## src/rtl/serial_adder_pkg.sv

```systemverilog
// ---------------------------------------------------------------------------
// serial_adder_pkg
// Shared constants for the bit-serial adder stage.
//   ST_IDLE / ST_SHIFT : FSM state codes (2'd2 and 2'd3 are unused codes that
//                        the controller treats exactly like ST_IDLE)
//   DEFAULT_WIDTH      : default operand / sum width
//   cnt_width()        : bit-counter width for a given operand width; one bit
//                        wider than strictly needed so the counter can reach
//                        WIDTH without wrapping
// ---------------------------------------------------------------------------
package serial_adder_pkg;

  localparam int DEFAULT_WIDTH = 8;

  localparam logic [1:0] ST_IDLE  = 2'd0;
  localparam logic [1:0] ST_SHIFT = 2'd1;

  function automatic int cnt_width(input int width);
    return $clog2(width) + 1;
  endfunction

endpackage

```

## src/rtl/full_adder_cell.sv

```systemverilog
// ---------------------------------------------------------------------------
// full_adder_cell
// Combinational one-bit full adder made from two half-adder cells and an OR.
// Ports:
//   a, b  : operand bits
//   cin   : carry in
//   s     : sum bit
//   cout  : carry out
// ---------------------------------------------------------------------------
module full_adder_cell (
  input  logic a,
  input  logic b,
  input  logic cin,
  output logic s,
  output logic cout
);

  logic s1;
  logic c1;
  logic c2;

  half_adder_cell u_ha_ab (
    .a (a),
    .b (b),
    .s (s1),
    .c (c1)
  );

  // The second stage only generates a carry when a^b propagates cin, so the
  // two partial carries are never both high and a plain OR merges them.
  half_adder_cell u_ha_cin (
    .a (s1),
    .b (cin),
    .s (s),
    .c (c2)
  );

  assign cout = c1 | c2;

endmodule

```

## src/rtl/half_adder_cell.sv

```systemverilog
// ---------------------------------------------------------------------------
// half_adder_cell
// One-bit half adder, the basic cell the serial adder is built from.
// Ports:
//   a, b  : input bits
//   s     : sum bit   (a ^ b)
//   c     : carry bit (a & b)
// ---------------------------------------------------------------------------
module half_adder_cell (
  input  logic a,
  input  logic b,
  output logic s,
  output logic c
);

  assign s = a ^ b;
  assign c = a & b;

endmodule

```

## src/rtl/serial_adder_ctrl.sv

```systemverilog
// ---------------------------------------------------------------------------
// serial_adder_ctrl
// Bit-serial adder: captures two WIDTH-bit operands on start_in, streams them
// LSB first through a single full-adder cell with a registered carry, and
// presents the parallel sum with a one-cycle done pulse.
//
// Optional build macro: SERIAL_ADDER_SUB_EN
//   When defined, adds the sub_in port. sub_in=1 (sampled with start_in)
//   computes a_in - b_in mod 2^WIDTH; carry_out=1 then means "no borrow".
//
// Ports:
//   clk_in             : rising-edge clock
//   rst_in             : asynchronous active-high reset
//   start_in           : start strobe, ignored while busy
//   a_in, b_in         : operands, captured with start_in
//   sub_in             : subtract select (SERIAL_ADDER_SUB_EN builds only)
//   busy_out           : high while bits are being processed
//   done_out           : one-cycle pulse, sum_out/carry_out valid
//   sum_out            : parallel sum, held until the next done
//   carry_out          : final carry, held with sum_out
//   sum_bit_out        : serial sum bit, LSB first
//   sum_bit_valid_out  : qualifies sum_bit_out
// ---------------------------------------------------------------------------
module serial_adder_ctrl
  import serial_adder_pkg::*;
#(
  parameter int WIDTH = DEFAULT_WIDTH
) (
  input  logic             clk_in,
  input  logic             rst_in,
  input  logic             start_in,
  input  logic [WIDTH-1:0] a_in,
  input  logic [WIDTH-1:0] b_in,
`ifdef SERIAL_ADDER_SUB_EN
  input  logic             sub_in,
`endif
  output logic             busy_out,
  output logic             done_out,
  output logic [WIDTH-1:0] sum_out,
  output logic             carry_out,
  output logic             sum_bit_out,
  output logic             sum_bit_valid_out
);

  localparam int CNT_W = cnt_width(WIDTH);
  localparam logic [CNT_W-1:0] LAST_BIT = CNT_W'(WIDTH - 1);

  logic [1:0]       state;
  logic [CNT_W-1:0] count;
  logic [WIDTH-1:0] a_sr;
  logic [WIDTH-1:0] b_sr;
  logic [WIDTH-2:0] res_sr;
  logic             carry;

  logic             fa_s;
  logic             fa_c;
  logic [WIDTH-1:0] res_next;
  logic [WIDTH-1:0] load_b;
  logic             load_carry;

  // Operand B and the starting carry: subtraction is a + ~b + 1.
`ifdef SERIAL_ADDER_SUB_EN
  always_comb begin
    load_b     = sub_in ? ~b_in : b_in;
    load_carry = sub_in;
  end
`else
  always_comb begin
    load_b     = b_in;
    load_carry = 1'b0;
  end
`endif

  full_adder_cell u_fa (
    .a    (a_sr[0]),
    .b    (b_sr[0]),
    .cin  (carry),
    .s    (fa_s),
    .cout (fa_c)
  );

  // Each new sum bit enters at the MSB; after WIDTH steps the first bit has
  // walked down to bit 0. Only the upper WIDTH-1 bits need storing because
  // the newest bit comes straight from the adder.
  assign res_next = {fa_s, res_sr};

  assign busy_out = (state == ST_SHIFT);

  always_ff @(posedge clk_in or posedge rst_in) begin
    if (rst_in) begin
      state             <= ST_IDLE;
      count             <= '0;
      a_sr              <= '0;
      b_sr              <= '0;
      res_sr            <= '0;
      carry             <= 1'b0;
      done_out          <= 1'b0;
      sum_out           <= '0;
      carry_out         <= 1'b0;
      sum_bit_out       <= 1'b0;
      sum_bit_valid_out <= 1'b0;
    end else begin
      done_out          <= 1'b0;
      sum_bit_valid_out <= 1'b0;
      case (state)
        ST_SHIFT: begin
          a_sr              <= a_sr >> 1;
          b_sr              <= b_sr >> 1;
          res_sr            <= res_next[WIDTH-1:1];
          carry             <= fa_c;
          sum_bit_out       <= fa_s;
          sum_bit_valid_out <= 1'b1;
          count             <= count + 1'b1;
          if (count == LAST_BIT) begin
            sum_out   <= res_next;
            carry_out <= fa_c;
            done_out  <= 1'b1;
            state     <= ST_IDLE;
          end
        end
        // ST_IDLE and the two unused codes all behave as idle.
        default: begin
          state <= ST_IDLE;
          if (start_in) begin
            a_sr  <= a_in;
            b_sr  <= load_b;
            carry <= load_carry;
            count <= '0;
            state <= ST_SHIFT;
          end
        end
      endcase
    end
  end

endmodule
```

## config.mk

```make
export PLATFORM = sky130hd
export DESIGN_NAME = serial_adder_ctrl
export DESIGN_NICKNAME = d
export VERILOG_FILES = /design/src/rtl/serial_adder_pkg.sv /design/src/rtl/full_adder_cell.sv /design/src/rtl/half_adder_cell.sv /design/src/rtl/serial_adder_ctrl.sv
export SDC_FILE = /design/constraint.sdc
export NUM_CORES = 1
export LEC_CHECK = 0
export BUFFER_PORTS_ARGS = -buffer_cell sky130_fd_sc_hd__buf_2
export CORE_ASPECT_RATIO = 0.5
export CORE_UTILIZATION = 40
export CTS_CLUSTER_SIZE = 28
export DETAILED_ROUTE_END_ITERATION = 7
export SETUP_SLACK_MARGIN = 0.4
export SLEW_MARGIN = 10
export SYNTH_ARGS = -nofsm -noshare
export SYNTH_HDL_FRONTEND = slang
export SYNTH_SLANG_ARGS = --single-unit
```

## constraint.sdc

```tcl
create_clock -name clk_in -period 3.3 [get_ports clk_in]
set_input_delay 0.165 -clock clk_in [delete_from_list [all_inputs] [get_ports clk_in]]
set_output_delay 0.165 -clock clk_in [all_outputs]
set_load 0.005 [all_outputs]
```

==> results of run 1 <==
## registers in the layout (all words and copies together), names as in the netlist
register,flops
sum_bit_valid_out,1
count,4
done_out,1
a_sr,8
carry_out,1
carry,1
b_sr,8
res_sr,7
sum_out,8
state,1
## cells by family after synthesis
logic type      count (synthesis)  share of synthesized area
buf+inv                         9                    0.03433
simple gates                   28                    0.08283
compound gates                 19                    0.05672
mux                            33                     0.2097
flops                          40                     0.5970
fa+ha+maj                       2                    0.01940
## layout make-up
type	instances	area (µm²)	area share
flip-flops and latches	40	1001	0.5022
multi-input cells	82	618.1	0.3101
repair buffers	33	170.2	0.08537
clock buffers	5	68.82	0.03453
well taps	54	67.56	0.03390
clock inverters	2	60.06	0.03013
inverters	2	7.507	0.003766
## critical path: stages, from the launching register on
cell and delay [ns]:
dfrtp_1 0.55, buf_4 0.41, buf_2 0.18
## worst max path at each step
stage | to | depth (start not counted) | startpoint | slack, ns
floorplan | carry_out | 3 | count[0] | 2.06
global placement | count[0] | 3 | state[0] | 1.85
detailed placement | count[0] | 3 | state[0] | 1.84
CTS | busy_out | 2 | state[0] | 1.69
global route | busy_out | 2 | state[0] | 1.60
finish | busy_out | 2 | state[0] | 1.70
## per-layer routing
layer | up-vias | share of wire | track usage
li1 | 513 | - | -
met1 | 504 | 0.50 | 0.1725
met2 | 23 | 0.45 | 0.2118
met3 | 0 | 0.050 | 0.04286
met4 | 0 | 0 | 0.04615
met5 | - | 0 | 0
## through the flow
| stage | cell area (µm²) | power [W] | util |
|---|---|---|---|
| 6_report | 1993 | 0.001713 | 0.5028 |
| 4_1_cts | 1993 | 0.001737 | 0.5028 |
| 3_3_place_gp | 1864 | 0.001252 | 0.4703 |
| 2_1_floorplan | 1677 | 0.001144 | - |
| 5_1_grt | 1993 | 0.001834 | 0.5028 |
| 3_5_place_dp | 1864 | 0.001265 | 0.4703 |
## report_power, final
group | internal, W | switching [W] | leakage [nW]
logic | 0.000248 | 0.000204 | 0.418
clock network | 0.000298 | 0.000168 | 0.0642
registers | 0.000676 | 0.000120 | 0.519
## cell usage in the layout (no fill, tap or decap)
cell,synthesis,routed
nor2_1,4,4
mux2i_1,16,16
clkbuf_8,0,5
dfrtp_1,40,40
o21ai_0,18,18
nand2_1,17,17
fa_1,1,1
bufinv_16,0,2
nor2b_1,1,1
ha_1,1,1
nand4_1,1,1
nand2b_1,3,3
buf_2,4,31
mux2_2,17,17
buf_4,0,2
nand3_1,1,1
inv_1,2,2
o21ai_1,1,1
nand4b_4,1,1
==> metrics.md, run 1 <==
| Metric | Value |
|---|---|
| Max-slew violation count | 0 |
| Fill cells | 374 |
| IO Count | 32 |
| Top cells by area, synth | dfrtp_1 (60%), mux2_2 (11%), mux2i_1 (9.6%) |
| Ys async rst share | 1.000 |
| Final Net Count | ~190 |
| GP Congestion | 0.6879 |
| Gr usage total | 0.1313 |
| Syn_nets | 152 |
| Post-Layout Cell Count | roughly 220 |
| Routed via count | approximately 1000 |
| Clock slew at reported path FFs | roughly 0.080 ns |
| Vias per inst | 4.771 |
| Post-synth cell types | 19 |
| Number of flops mapped to enable cells by yosys | 0 |
| CTS sink cnt | 40 |
| FF-to-FF setup slack | about 1.8 ns |
| Reg-to-reg critical path startpoint | state[0] |
| Clock period minus worst slack | ~1.6 ns |
| Period utilisation layout | 0.4841 |
| Cells after DPL | between 200 and 250 |
| Post-synth top cells | dfrtp_1 (40), o21ai_0 (18), mux2_2 (17), nand2_1 (17), mux2i_1 (16) |
| Peak VDD IR | between 0.2 and 0.3 mV |
| Largest net degree at the start of global routing | 44 |
| CTS tree | built |
| Cell taking the most area after synthesis | dfrtp_1 |
| Global-route wire length before repair | 4229 µm |
| Cell Rows | 16 |
| DRC errors left | 0 |
| Max-slew headroom | 0.4861 |
| Critical R2R Capture | count[0] |
| CTS buffer count | 5 |
| Drt first pass iters | 4 |
| Die ar. | about 4500 µm² |
| Diodes inserted | 0 |
| Number of antenna-violating nets in the routed design | 0 |
| Cts hold-fix bufs | 0 |
| Pwr dens | about 860 nW/µm² |
| Crit path required time | roughly 3.1 ns |
| LEAKAGE | roughly 1.0 nW |
| Most frequent cell after synthesis | dfrtp_1 |
| Synth warnings | 0 |
| RSZ-0062 raised after global routing | no |
| Die Y | 47.78 µm |
| Die width | between 90 and 100 µm |
| Outcome | finished clean |
| Clock root buffer | clkbuf_8 |
| WS Path Type | reg2out |
| Input/output buffers | 31 |
| Crit path launch type | flop |
| Synth Instances | around 130 |
| Path type of the worst min-delay path | in2async |
| Initial antenna violation count | 0 |
| Worst reg2reg path depth | 3 |
| Synth Cell Area | between 1500 and 2000 µm² |
| Vias in the first global route | 906 |
| Synth top area share | 0.5970 |
| Buffer levels on the longest clock path | 2 |
| Share of cells above drive strength 1 | 0.3537 |
| Area growth syn-to-layout | 18.88% |
| Slew @ Worst Pin | around 0.77 ns |
| Post-DP HPWL | 1716 µm |
| Syn avg cell area | between 10 and 15 µm² |
| Worst path setup slack after routing | around 1.7 ns |
| # Post-CTS Setup Buffers | 0 |
| Hold slack | around 0.00096 ns |
| Final Setup Violations | 0 |
| Pre-CTS setup slack | approximately 1.8 ns |
| Final clock skew | between 0.01 and 0.015 ns |
| Setup TNS | 0 ns |
| Final hold violation count | 0 |
| Synth Register Bits | 40 |
| Grt ovf | 0 |
| Register area share after synthesis | 0.5970 |
| Crit. End Element | output port |
| Post-cts sizing count | 0 |
| H-tree depth | 2 |
| WL final | between 2000 and 3000 µm |
| Maxcap violations | 0 |
| Peak Freq | roughly 630 MHz |
| DRT iter0 DRCs | between 60 and 70 |
| Worst-path maximum fanout | between 40 and 50 |
| Core area | a little under 4000 µm² |
| Mean routed wirelength per cell | 12.33 µm |
| Later-pin clock latency in the skew report | ~0.29 ns |
| Primary FF master, synth | dfrtp_1 |
| Initial cell density of the core | 0.4230 |
| Arrival time at the worst endpoint | roughly 1.4 ns |
Note: power is estimated with default switching activity, not from simulation.
==> inputs of run 2 (changes only) <==
Clock period 3.3 ns to 1.6 ns, I/O delays scaled along.
==> metrics.md, run 2 (synthesized netlist as in run 1, its figures left out) <==
| Metric | Value |
|---|---|
| Outcome | finished clean |
| Routed via count | 1082 (+4.0%) |
| Drt first pass iters | 6 (+2) |
| Cell Rows | 16 (unchanged) |
| Peak Freq | 802.6 MHz |
| Arrival time at the worst endpoint | 1.42 ns (about the same) |
| Cells after DPL | 215 (+1.9%) |
| Post-DP HPWL | 1747 µm (+1.8%) |
| Commonest non-fill, non-tap cell in the layout | dfrtp_1 |
| Pre-CTS setup slack | 0.3288 ns (-1.508 ns) |
| Final clock skew | 0.009265 ns (-0.001300 ns) |
| RSZ-0062 raised after global routing | yes |
| Number of antenna-violating nets in the routed design | 0 (unchanged) |
| WHS Path Cells | 3 |
| Worst min-delay path startpoint | b_in[7] |
| Max-slew headroom | 0.6703 (+0.1843) |
| Vias per inst | 4.684 (-1.8%) |
| FF-to-FF setup slack | 0.35 ns (-1.47 ns) |
| Pwr dens | 1675 nW/µm² (+95%) |
| Worst path setup slack after routing | 0.3541 ns (-1.348 ns) |
| WS Path Type | reg2reg |
| WL final | 2815 µm (+4.7%) |
| Post-Layout Cell Count | 231 (+6.0%) |
| Die width | 93.56 µm (unchanged) |
| Area of the multi-input gates | 671.9 µm² (+8.7%) |
| Core area | 3964 µm² (unchanged) |
| Grt ovf | 0 (unchanged) |
| Setup TNS | 0 ns (unchanged) |
| Maxcap violations | 0 (unchanged) |
| Slew @ Worst Pin | 0.4945 ns (-0.2755 ns) |
| Largest net degree at the start of global routing | 41 (-6.8%) |
| Worst Hold End | b_sr[7] |
| CTS sink cnt | 40 (unchanged) |
| Clock slew at reported path FFs | 0.08 ns (about the same) |
| Power after layout | 0.003512 W (+100%) |
| Critical R2R Capture | res_sr[6] |
| CTS tree | built |
| Initial antenna violation count | 0 (unchanged) |
| Hold slack | 0.04491 ns (+0.04395 ns) |
| Worst reg2reg path depth | 2 (-1) |
| LEAKAGE | 1.055 nW (+5.4%) |
| Period utilisation layout | 0.7787 |
| Fill cells | 351 (-6.1%) |
| Path type of the worst min-delay path | in2reg |
| DRC errors left | 0 (unchanged) |
| Final hold violation count | 0 (unchanged) |
| Most frequent cells in the layout | dfrtp_1 (39), buf_2 (31), o21ai_0 (18) |
| CTS buffer count | 5 (unchanged) |
| Later-pin clock latency in the skew report | 0.29 ns (about the same) |
| Input/output buffers | 31 (unchanged) |
| Vias in the first global route | 942 (+4.0%) |
| Mean routed wirelength per cell | 12.19 µm (-1.2%) |
| Share of cells above drive strength 1 | 0.4011 (+0.04747) |
| Clock period minus worst slack | 1.246 ns |
| Die Y | 47.78 µm (unchanged) |
| Worst Path Buf+Inv | 0 (-2) |
| Top delay family on crit path | adder cells |
| Crit path launch type | flop |
| Crit path required time | 1.77 ns (-1.36 ns) |
| Global-route wire length before repair | 4353 µm (+2.9%) |
| Largest regs | a_sr (8), b_sr (8), sum_out (8) |
| Diodes inserted | 0 (unchanged) |
| Die ar. | 4470 µm² (unchanged) |
| Crit. End Element | flop |
| Critical-path cell list | fa_2 -> mux2_4 |
| Buffer levels on the longest clock path | 2 (unchanged) |
| Final Setup Violations | 0 (unchanged) |
| GP Congestion | 0.6748 (-1.9%) |
| Max-slew violation count | 0 (unchanged) |
| Gr usage total | 0.1355 (+0.004153) |
| Worst-path maximum fanout | 2 (-95%) |
| Clock root buffer | clkbuf_8 |
| Final Net Count | 197 (+6.5%) |
| Area growth syn-to-layout | 25.07% |
| Reg-to-reg critical path startpoint | a_sr[0] |
| H-tree depth | 2 (unchanged) |
| IO Count | 32 (unchanged) |
| Slowest stage delay, CP | 0.47 ns (-0.08 ns) |
| Slowest cell on crit path | fa_2 |
| Initial cell density of the core | 0.4230 (unchanged) |
| DRT iter0 DRCs | 32 (-48%) |
| Area occupied by registers | 1002 µm² (+0.12%) |
| Peak VDD IR | 0.6788 mV (+140%) |
-- run 2: through the flow --
step / area, µm² / utilization
detailed placement: 1897 / 0.4785
global placement: 1897 / 0.4785
CTS: 2042 / 0.5152
finish: 2097 / 0.5290
floorplan: 1679 / -
global route: 2097 / 0.5290
-- run 2: final cells by class --
cell class / instances / area share
Sequential cell: 40 / 0.4779
Multi-Input combinational cell: 83 / 0.3204
Timing Repair Buffer: 44 / 0.1253
Clock buffer: 7 / 0.03640
Tap cell: 54 / 0.03222
Clock inverter: 1 / 0.004177
Inverter: 2 / 0.003580
-- run 2: worst register-to-register path, delay by kind of cell (launching register included) --
kind,cells,cell delay [ns]
adders and majority gates,1,0.47
DFF,1,0.40
muxes,1,0.27
-- run 2: worst max-delay path by stage --
stage,startpoint,to,slack (ns),cells past startpoint
after floorplan,a_sr[0],res_sr[6],0.36,2
after global placement,a_sr[0],res_sr[6],0.35,2
after detailed placement,a_sr[0],res_sr[6],0.33,2
after CTS,a_sr[0],res_sr[6],0.35,2
after global routing,a_sr[0],res_sr[6],0.33,2
final,a_sr[0],res_sr[6],0.35,2
-- run 2: power by group --
part / internal [W] / switching (W) / total (W)
Sequential: 0.00140 / 0.000256 / 0.00165
Clock: 0.000311 / 0.000335 / 0.000646
Combinational: 0.000704 / 0.000509 / 0.00121
-- run 2: metal layers --
| metal | global-route usage | share of wire | wire [µm] | vias up |
|---|---|---|---|---|
| met2 | 0.1794 | 0.43 | 1213 | 19 |
| met5 | 0 | 0 | 0 | - |
| met1 | 0.2004 | 0.53 | 1478 | 520 |
| li1 | - | - | - | 541 |
| met3 | 0.04762 | 0.039 | 111 | 2 |
| met4 | 0.05538 | 0.0039 | 11 | 0 |
-- run 2: repair_timing --
item	in CTS	in global routing
hold buffers	1	0
pin swaps	0	1
gates cloned	1	0
buffers inserted	3	3
setup endpoints to repair	10	26
hold endpoints to repair	40	0
resized for setup	2	8
